### src/rtl/axis_packetizer_pkg.sv
// Shared types and widths for the ping-pong AXI4-Stream packetizer.
package axis_packetizer_pkg;

    typedef enum logic [1:0] {
        ST_IDLE = 2'd0,
        ST_HDR  = 2'd1,
        ST_DATA = 2'd2
    } out_state_e;

    // Header beat carries a 16-bit packet sequence number
    localparam int unsigned SEQ_W     = 16;
    localparam int unsigned HDR_BEATS = 1;

    function automatic int unsigned idx_width(input int unsigned len);
        return (len > 1) ? $clog2(len) : 1;
    endfunction

    localparam int unsigned PKT_LEN_DEF = 8;
    localparam int unsigned IDX_W_DEF   = idx_width(PKT_LEN_DEF);

endpackage

### src/rtl/pp_bank_buffer.sv
// Two-bank word store with per-bank full flags; read port is a plain mux.
module pp_bank_buffer #(
    parameter int unsigned DATA_W  = 32,
    parameter int unsigned PKT_LEN = 8,
    parameter int unsigned IDX_W   = 3
) (
    input  logic              clock,
    input  logic              reset_n,
    input  logic              wr_en,
    input  logic              wr_bank,
    input  logic [IDX_W-1:0]  wr_idx,
    input  logic [DATA_W-1:0] wr_data,
    input  logic              set_full,
    input  logic              clr_full,
    input  logic              rd_bank,
    input  logic [IDX_W-1:0]  rd_idx,
    output logic [DATA_W-1:0] rd_data,
    output logic [1:0]        full
);

    logic [DATA_W-1:0] mem [2][PKT_LEN];

    always_ff @(posedge clock) begin
        if (wr_en) mem[wr_bank][wr_idx] <= wr_data;
    end

    // Set and clear never address the same bank: writer only fills an empty bank
    always_ff @(posedge clock or negedge reset_n) begin
        if (!reset_n) begin
            full <= 2'b00;
        end else begin
            if (set_full) full[wr_bank] <= 1'b1;
            if (clr_full) full[rd_bank] <= 1'b0;
        end
    end

    assign rd_data = mem[rd_bank][rd_idx];

endmodule

### src/rtl/axis_packetizer_pp.sv
// Ping-pong packetizer: gathers PKT_LEN strobed words per bank, streams each full bank.
// Optional header beat with sequence number when AXIS_PKT_HEADER_EN is defined.
module axis_packetizer_pp
    import axis_packetizer_pkg::*;
#(
    parameter int unsigned DATA_W  = 32,
    parameter int unsigned PKT_LEN = 8,
    parameter int unsigned CNT_W   = 16
) (
    input  logic              clock,
    input  logic              reset_n,
    input  logic [DATA_W-1:0] data_in,
    input  logic              valid,
    input  logic              flush,
    output logic [DATA_W-1:0] TDATA,
    output logic              TVALID,
    output logic              TLAST,
    input  logic              TREADY,
    output logic              overflow,
    output logic [CNT_W-1:0]  drop_cnt
);

    localparam int unsigned     IDX_W    = idx_width(PKT_LEN);
    localparam logic [IDX_W-1:0] LAST_IDX = IDX_W'(PKT_LEN - 1);

    logic              wbank, rbank;
    logic [IDX_W-1:0]  widx, ridx, ridx_d, rd_idx;
    logic [1:0]        full;
    logic [DATA_W-1:0] rd_data, tdata_d;
    logic              tvalid_d, tlast_d, release_c;
    logic              wr_take, wr_drop, wr_done;
    out_state_e        state, state_d;
`ifdef AXIS_PKT_HEADER_EN
    logic [SEQ_W-1:0]  seq;
`endif

    // A bank clearing this cycle still reads as full, so that write is dropped
    assign wr_take = valid & ~flush & ~full[wbank];
    assign wr_drop = valid & ~flush &  full[wbank];
    assign wr_done = wr_take & (widx == LAST_IDX);

    pp_bank_buffer #(
        .DATA_W  (DATA_W),
        .PKT_LEN (PKT_LEN),
        .IDX_W   (IDX_W)
    ) u_buf (
        .clock    (clock),
        .reset_n  (reset_n),
        .wr_en    (wr_take),
        .wr_bank  (wbank),
        .wr_idx   (widx),
        .wr_data  (data_in),
        .set_full (wr_done),
        .clr_full (release_c),
        .rd_bank  (rbank),
        .rd_idx   (rd_idx),
        .rd_data  (rd_data),
        .full     (full)
    );

    // Write side: index, bank toggle, drop accounting
    always_ff @(posedge clock or negedge reset_n) begin
        if (!reset_n) begin
            widx     <= '0;
            wbank    <= 1'b0;
            overflow <= 1'b0;
            drop_cnt <= '0;
        end else begin
            if (flush) begin
                widx <= '0;
            end else if (wr_take) begin
                if (wr_done) begin
                    widx  <= '0;
                    wbank <= ~wbank;
                end else begin
                    widx <= widx + IDX_W'(1);
                end
            end
            if (wr_drop) begin
                overflow <= 1'b1;
                if (drop_cnt != '1) drop_cnt <= drop_cnt + CNT_W'(1);
            end
        end
    end

    // Output FSM state and registered stream outputs
    always_ff @(posedge clock or negedge reset_n) begin
        if (!reset_n) begin
            state  <= ST_IDLE;
            ridx   <= '0;
            rbank  <= 1'b0;
            TVALID <= 1'b0;
            TLAST  <= 1'b0;
            TDATA  <= '0;
        end else begin
            state  <= state_d;
            ridx   <= ridx_d;
            rbank  <= rbank ^ release_c;
            TVALID <= tvalid_d;
            TLAST  <= tlast_d;
            TDATA  <= tdata_d;
        end
    end

`ifdef AXIS_PKT_HEADER_EN
    always_ff @(posedge clock or negedge reset_n) begin
        if (!reset_n)       seq <= '0;
        else if (release_c) seq <= seq + SEQ_W'(1);
    end
`endif

    // Next beat is fetched one cycle ahead so outputs stay registered
    always_comb begin
        state_d   = state;
        ridx_d    = ridx;
        tvalid_d  = TVALID;
        tlast_d   = TLAST;
        tdata_d   = TDATA;
        release_c = 1'b0;
        rd_idx    = '0;
        case (state)
            ST_IDLE: begin
                if (full[rbank]) begin
                    tvalid_d = 1'b1;
                    tlast_d  = 1'b0;
                    ridx_d   = '0;
`ifdef AXIS_PKT_HEADER_EN
                    state_d  = ST_HDR;
                    tdata_d  = DATA_W'(seq);
`else
                    state_d  = ST_DATA;
                    tdata_d  = rd_data;
`endif
                end
            end
`ifdef AXIS_PKT_HEADER_EN
            ST_HDR: begin
                if (TREADY) begin
                    state_d = ST_DATA;
                    tdata_d = rd_data;
                    tlast_d = 1'b0;
                end
            end
`endif
            ST_DATA: begin
                rd_idx = (ridx == LAST_IDX) ? '0 : ridx + IDX_W'(1);
                if (TREADY) begin
                    if (ridx == LAST_IDX) begin
                        release_c = 1'b1;
                        state_d   = ST_IDLE;
                        tvalid_d  = 1'b0;
                        tlast_d   = 1'b0;
                        tdata_d   = '0;
                    end else begin
                        ridx_d  = rd_idx;
                        tdata_d = rd_data;
                        tlast_d = (rd_idx == LAST_IDX);
                    end
                end
            end
            default: state_d = ST_IDLE;
        endcase
    end

endmodule

### config.mk
export PLATFORM = sky130hd
export DESIGN_NAME = axis_packetizer_pp
export DESIGN_NICKNAME = d
export VERILOG_FILES = /design/src/rtl/axis_packetizer_pkg.sv /design/src/rtl/pp_bank_buffer.sv /design/src/rtl/axis_packetizer_pp.sv
export SDC_FILE = /design/constraint.sdc
export NUM_CORES = 1
export LEC_CHECK = 0
export BUFFER_PORTS_ARGS = -buffer_cell sky130_fd_sc_hd__buf_2
export CAP_MARGIN = 20
export CORE_ASPECT_RATIO = 0.5
export CORE_MARGIN = 1.5
export CORE_UTILIZATION = 65
export DETAILED_ROUTE_END_ITERATION = 8
export HOLD_SLACK_MARGIN = 0.06
export PLACE_DENSITY = 0.83
export SLEW_MARGIN = 5
export SYNTH_ARGS = -nofsm -noshare
export SYNTH_HDL_FRONTEND = slang
export SYNTH_SLANG_ARGS = --single-unit
export TNS_END_PERCENT = 100
### constraint.sdc
create_clock -name clock -period 9.3 [get_ports clock]
set_input_delay 1.86 -clock clock [delete_from_list [all_inputs] [get_ports clock]]
set_output_delay 1.86 -clock clock [all_outputs]
set_load 0.01 [all_outputs]
# Word-level counts from Yosys, hierarchy flattened
# Memory sizes are Yosys's and may differ from the RTL's.
# Cells that the tools add are included.
[word_totals] reg_bits=63 ramBits=512 inputBits=37 out_inout_bits=51 elab_cells=101 memories=1
[op_classes] add_sub_neg=3 n_lt_le_gt_ge=7 eq_ne=9 mux=45 n_bitwise=13 n_reduce_logical=12
[memory_table] memory="u_buf.mem" words=2 word_bits=256 rd=1 rd_clocked_by_memory_dff=0 wr=1 line="pp_bank_buffer.sv:21" rtl="logic [DATA_W-1:0] mem [2][PKT_LEN];"
[op_table] operator="two-way mux 256 bit" count=1
[op_table] operator="two-way mux 32 bit" count=6
[op_table] operator="binary-select mux 32 bit (select 3 bit)" count=1
[op_table] operator="demux 32 bit (select 3 bit)" count=1
[op_table] operator="one-hot mux 32 bit (2 select lines)" count=1
[op_table] operator="two-way mux 3 bit" count=8
[op_table] operator="adder 16 x 1 -> 16 bit, second input constant" count=1
[op_table] operator="two-way mux 1 bit" count=16
[op_table] operator="!= test 16 bit, second input constant" count=1
[op_table] operator="two-way mux 2 bit" count=5
[op_table] operator="equality test 3 bit, second input constant" count=3
[op_table] operator="AND reduction 3 bit" count=3
[op_table] operator="greater-or-equal comparator 4 bit, second input constant" count=2
[op_table] operator="!= test 2 bit, second input constant" count=4
[op_table] operator="NOT 3 -> 4 bit" count=2
[op_table] operator="AND reduction 4 bit" count=2
[op_table] operator="adder 3 x 1 -> 3 bit, second input constant" count=2
[op_table] operator="one-hot mux 3 bit (2 select lines)" count=1
[op_table] operator="AND 1 bit" count=4
[op_table] operator="< comparator 1 x 2 -> 1 bit, second input constant" count=2
[op_table] operator="< comparator 4 x 1 -> 1 bit, second input constant" count=1
[op_table] operator="one-hot mux 1 bit (2 select lines)" count=2
[op_table] operator="one-hot mux 2 bit (2 select lines)" count=1
[op_table] operator="nonzero test 2 bit" count=2
[op_table] operator="11 further kinds" count=17

# Longest topological paths before layout
[logic_depth] depth_word=10 ltp_mapped=11 mapped_depth_nobuf=7

# Cells and area by module
# From an unflattened synthesis, not the netlist that was laid out.
[hier_totals] hier_cells=1017 hier_area_um2=21882.2
[modules_own_cells] module="pp_bank_buffer" instances=1 cells_each=820 area_per_inst_um2=19319.8 seq_area_each_um2=15424.8
[modules_own_cells] module="axis_packetizer_pp" instances=1 cells_each=197 area_per_inst_um2=2562.5 seq_area_each_um2=1476.4

# Least setup slack after synthesis
# No wires, ideal clock.
[synth_path] path_type="input to register" start="input valid" end="memory u_buf.mem[0][224] (netlist name) (enable)" setup_ns=0.513 arrival_time_ns=5.747 required_ns=8.787 setup_slack_ns=3.040 path_stages=4 n_path_buf=0 path_cell_list="nor2b_1 > nand2_1 > nor2_1 > nor4b_1"
[synth_via] elab_chain_len=4
[synth_rtl] element="from (decl)" line="axis_packetizer_pp.sv:13" rtl="input logic valid,"
[synth_rtl] element="AND 1 bit (2 in a row)" line="axis_packetizer_pp.sv:38" rtl="assign wr_take = valid & ~flush & ~full[wbank];"
[synth_rtl] element="two-way mux 1 bit" line="pp_bank_buffer.sv:24" rtl="if (wr_en) mem[wr_bank][wr_idx] <= wr_data;"
[synth_rtl] element="two-way mux 256 bit (implied by the code)" line="pp_bank_buffer.sv:24"
[synth_rtl] element="to (decl)" line="pp_bank_buffer.sv:21"
# Every way passes these cells.

# Worst setup path in the final report
[layout_path] start="register ridx[0]" end="register TDATA[20]"
[layout_via] elab_chain_len=10 word_cells_on_any_way=12 cone_classes="1 x add/sub; 1 x eq/ne; 9 x mux; 1 x bitwise"
[layout_rtl] element="from (decl)" line="axis_packetizer_pp.sv:27" rtl="logic [IDX_W-1:0] widx, ridx, ridx_d, rd_idx;"
[layout_rtl] element="from (signal assigned)" line="axis_packetizer_pp.sv:97" rtl="ridx <= ridx_d;"
[layout_rtl] element="adder 3 x 1 -> 3 bit / equality test 3 bit (equally long branches)" line="axis_packetizer_pp.sv:146, axis_packetizer_pp.sv:148"
[layout_rtl] element="two-way mux 3 bit" line="axis_packetizer_pp.sv:146" rtl="rd_idx = (ridx == LAST_IDX) ? '0 : ridx + IDX_W'(1);"
[layout_rtl] element="two-way mux 3 bit" line="axis_packetizer_pp.sv:121" rtl="case (state)"
[layout_rtl] element="NOT 3 -> 4 bit (implied by the code)" line="pp_bank_buffer.sv:37" rtl="assign rd_data = mem[rd_bank][rd_idx];"
[layout_rtl] element="binary-select mux 32 bit (select 3 bit)" line="pp_bank_buffer.sv:37"
[layout_rtl] element="two-way mux 32 bit (implied by the code) (2 in a row)" line="pp_bank_buffer.sv:37"
[layout_rtl] element="two-way mux 32 bit" line="axis_packetizer_pp.sv:148" rtl="if (ridx == LAST_IDX) begin"
[layout_rtl] element="two-way mux 32 bit" line="axis_packetizer_pp.sv:147" rtl="if (TREADY) begin"
[layout_rtl] element="one-hot mux 32 bit (2 select lines) (*)" line="axis_packetizer_pp.sv:121"
[layout_rtl] element="to (signal assigned)" line="axis_packetizer_pp.sv:101" rtl="TDATA <= tdata_d;"
[layout_rtl] element="to (decl)" line="axis_packetizer_pp.sv:15" rtl="output logic [DATA_W-1:0] TDATA,"
# Every way passes the cells marked *; elsewhere a longest branch is shown, timed or not. The select of a mux whose other input is x is not followed.
# A chain may end at the register's enable or synchronous reset.

==> flow_metrics.tcl <==
set metrics [dict create \
    ys_seq_area_share_pct 76.2 \
    worstSetupStartpointType "register" \
    syn_avg_cell_area_sq_um 17.1 \
    start_util_pct 66.6 \
    grt_pass1_vias 13400 \
    first_pass_iters 6 \
    hold_start "overflow" \
    cts_resized 0 \
    portBuffers 87 \
    tightest_slew_ps 1110 \
    vias 13200 \
    synth_edf_count 512 \
    yosys-mux-area-fraction_pct 7.92 \
    cts_buffer_depth 3 \
    drive_above_1_share_pct 19.2 \
    ys_ff_latch 573 \
    grt_antenna_before_repair 1 \
    first_iter_violations 1924 \
    synth_area_sq_um 22200 \
    holdPathEnd "overflow" \
    postCtsSetupRepairBufs 0 \
    core_sq_um 33300 \
    timing.hold.ws_ps 467 \
    ant_nets 0 \
    p_per_area_nw_per_um2 293 \
    fin_crit_sh_pct 42.9 \
    synth_top_cell_by_area "edfxtp_1" \
    slew-limit-headroom_pct 25.9 \
    arrival_ps 4420 \
    numCtsBuffers 47 \
    max_clock_freq_mhz 251 \
    reg2reg_slack_ps 5310 \
    synth_xor_area_share_pct 0.592 \
    ys.flop_type "edfxtp_1" \
    drv_cap 0 \
    fin_tns_setup_ps 0 \
    period_minus_slack_ps 3990 \
    fin_nets 1424 \
    numClockSinks 573 \
    grt_use_total_pct 30.8 \
    finalHoldViolCount 0 \
    r2r-start "ridx[0]" \
    ios 88 \
    ys_top_cells_by_area "edfxtp_1 69%, dfrtp_1 6.9%, mux4_2 5.0%" \
    hold_class "reg2reg" \
    yosys_warnings 0 \
    dieArea_sq_um 35300 \
    synthArstFlopShare_pct 10.6 \
    syn-num-nets 1339 \
    synth_simple_gate_area_share_pct 5.24 \
    hold_path_depth 1 \
    worst_r2r_path_depth 7 \
    drc 0 \
    drt_wl_total_mm 54.5 \
    hpwl_mm 27.2 \
    syn_inst 1296 \
    rsz0062_at_grt "false" \
    r2r_end "TDATA[20]" \
    cts_hold_buf 0 \
    insertion_delay_ps 580 \
    rows 47 \
    setup_violations 0 \
    report.final.slew_viol_count 0 \
    cts_tree "done" \
    synth_top_family_by_area "compound AO/OA/AOI/OAI gates" \
    fp.dieW_um 264 \
    synthAdderAreaFrac_pct 0.338 \
    root_buffer "clkbuf_16" \
    grt_start_max_net_pins 110 \
    clock_skew_ps 27.4 \
    wl_per_cell_um 29.3 \
    crit_path_end_kind "register" \
    cp_data_required_time_ps 9730 \
    area_growth_syn_to_layout_pct 12.1 \
    place.gp.congestion 0.856 \
    die_h_um 134 \
    synth-compound-area-share_pct 7.92 \
    synth.distinct_cells 49 \
    synth_top_area_share_pct 69.3 \
    power.static_leakage_nw 8.39 \
    htreeDepth 2 \
    gr-total-overflow 0 \
    cts.clk_slew.worst_paths_ps 70 \
    critPathMaxFanout 57 \
    status "finished clean" \
    max-vdd-ir-drop_mv 0.240 \
    grt_pass1_wl_mm 80.0 \
    crit_type "reg2reg" \
    vias_per_cell 7.12 \
]
==> worst max path at each step <==
stage	from	end	slack (ps)
floorplan	valid	u_buf.mem[0][224]	3040
global placement	TREADY	TDATA[21]	5160
detailed placement	TREADY	TDATA[30]	5040
CTS	ridx[0]	TDATA[20]	5330
global route	ridx[0]	TDATA[20]	5120
finish	ridx[0]	TDATA[20]	5310
==> final cells by class <==
class                      instances  area (sq um)
clock buffer                      58          1270
fill                            1688          8460
sequential                       573         16900
clock inverter                    28           268
antenna                            1          2.50
tap                              441           552
timing repair buffer             119           823
inverter                           6          22.5
multi-input combinational        634          5040
==> power by group <==
group / internal (mW) / switching (mW) / leakage (nW) / total (mW)
combinational: 0.839 / 1.41 / 2.23 / 2.25
clock: 1.11 / 0.913 / 0.757 / 2.02
sequential: 2.90 / 0.120 / 5.41 / 3.02
total: 4.85 / 2.44 / 8.39 / 7.29
==> cell families after synthesis <==
family / Yosys count
compound gates: 251
buf+inv: 89
simple gates: 248
flops: 573
xor+xnor: 15
fa+ha+maj: 6
mux: 114
==> metal layers <==
layer | vias up | share of wire (%) | track usage [%]
met4 | 0 | 4.1 | 13.9
met1 | 6518 | 35 | 41.2
li1 | 5354 | - | -
met5 | - | 0 | 0
met3 | 198 | 13 | 6.84
met2 | 1177 | 48 | 49.7
==> state kept, by name (all words and copies together), names as in the netlist <==
register,count
u_buf.mem,512
drop_cnt,16
u_buf.full,2
state,1
ridx,3
wbank,1
widx,3
TLAST,1
rbank,1
overflow,1
TDATA,32
==> metrics by stage <==
stage               worst slack, ps  instances  utilization [%]  total power [mW]  instance area (sq um)
floorplan                      3040       1296                -              4.57                  22200
global placement               5160       1761             69.3              5.05                  23100
detailed placement             5040       1764             69.4              5.16                  23100
CTS                            5330       1850             74.0              7.20                  24700
global route                   5120       1860             74.6              7.51                  24900
finish                         5310       1860             74.6              7.29                  24900
==> cells in the final DEF, fill, tap and decap left out, types with 35 or more instances in the layout <==
| cell | synthesis | routed |
|---|---|---|
| edfxtp_1 | 512 | 512 |
| buf_2 | 16 | 87 |
| a211oi_1 | 55 | 55 |
| mux2i_1 | 62 | 62 |
| a21oi_1 | 57 | 57 |
| nand2_1 | 87 | 87 |
| mux4_2 | 49 | 49 |
| o211ai_1 | 35 | 35 |
| clkbuf_16 | 0 | 47 |
| nor3_1 | 55 | 52 |
| dfrtp_1 | 61 | 60 |
==> critical path, cell delays in order (launching register included) <==
cell and delay, ps:
dfrtp_1 570, ha_1 220, ha_1 490, or3b_4 830, buf_4 660, mux4_2 610, a22oi_1 280, o211ai_1 150
==> synth_stat cells, drive strengths merged, types with 27 or more instances <==
master	instances
a211oi	55
o211ai	35
dfrtp	61
nor2	40
mux4	49
nand2	87
buf	27
mux2i	62
nor3	55
edfxtp	512
clkbuf	56
a21oi	57
Note: power is estimated with default switching activity, not from simulation.
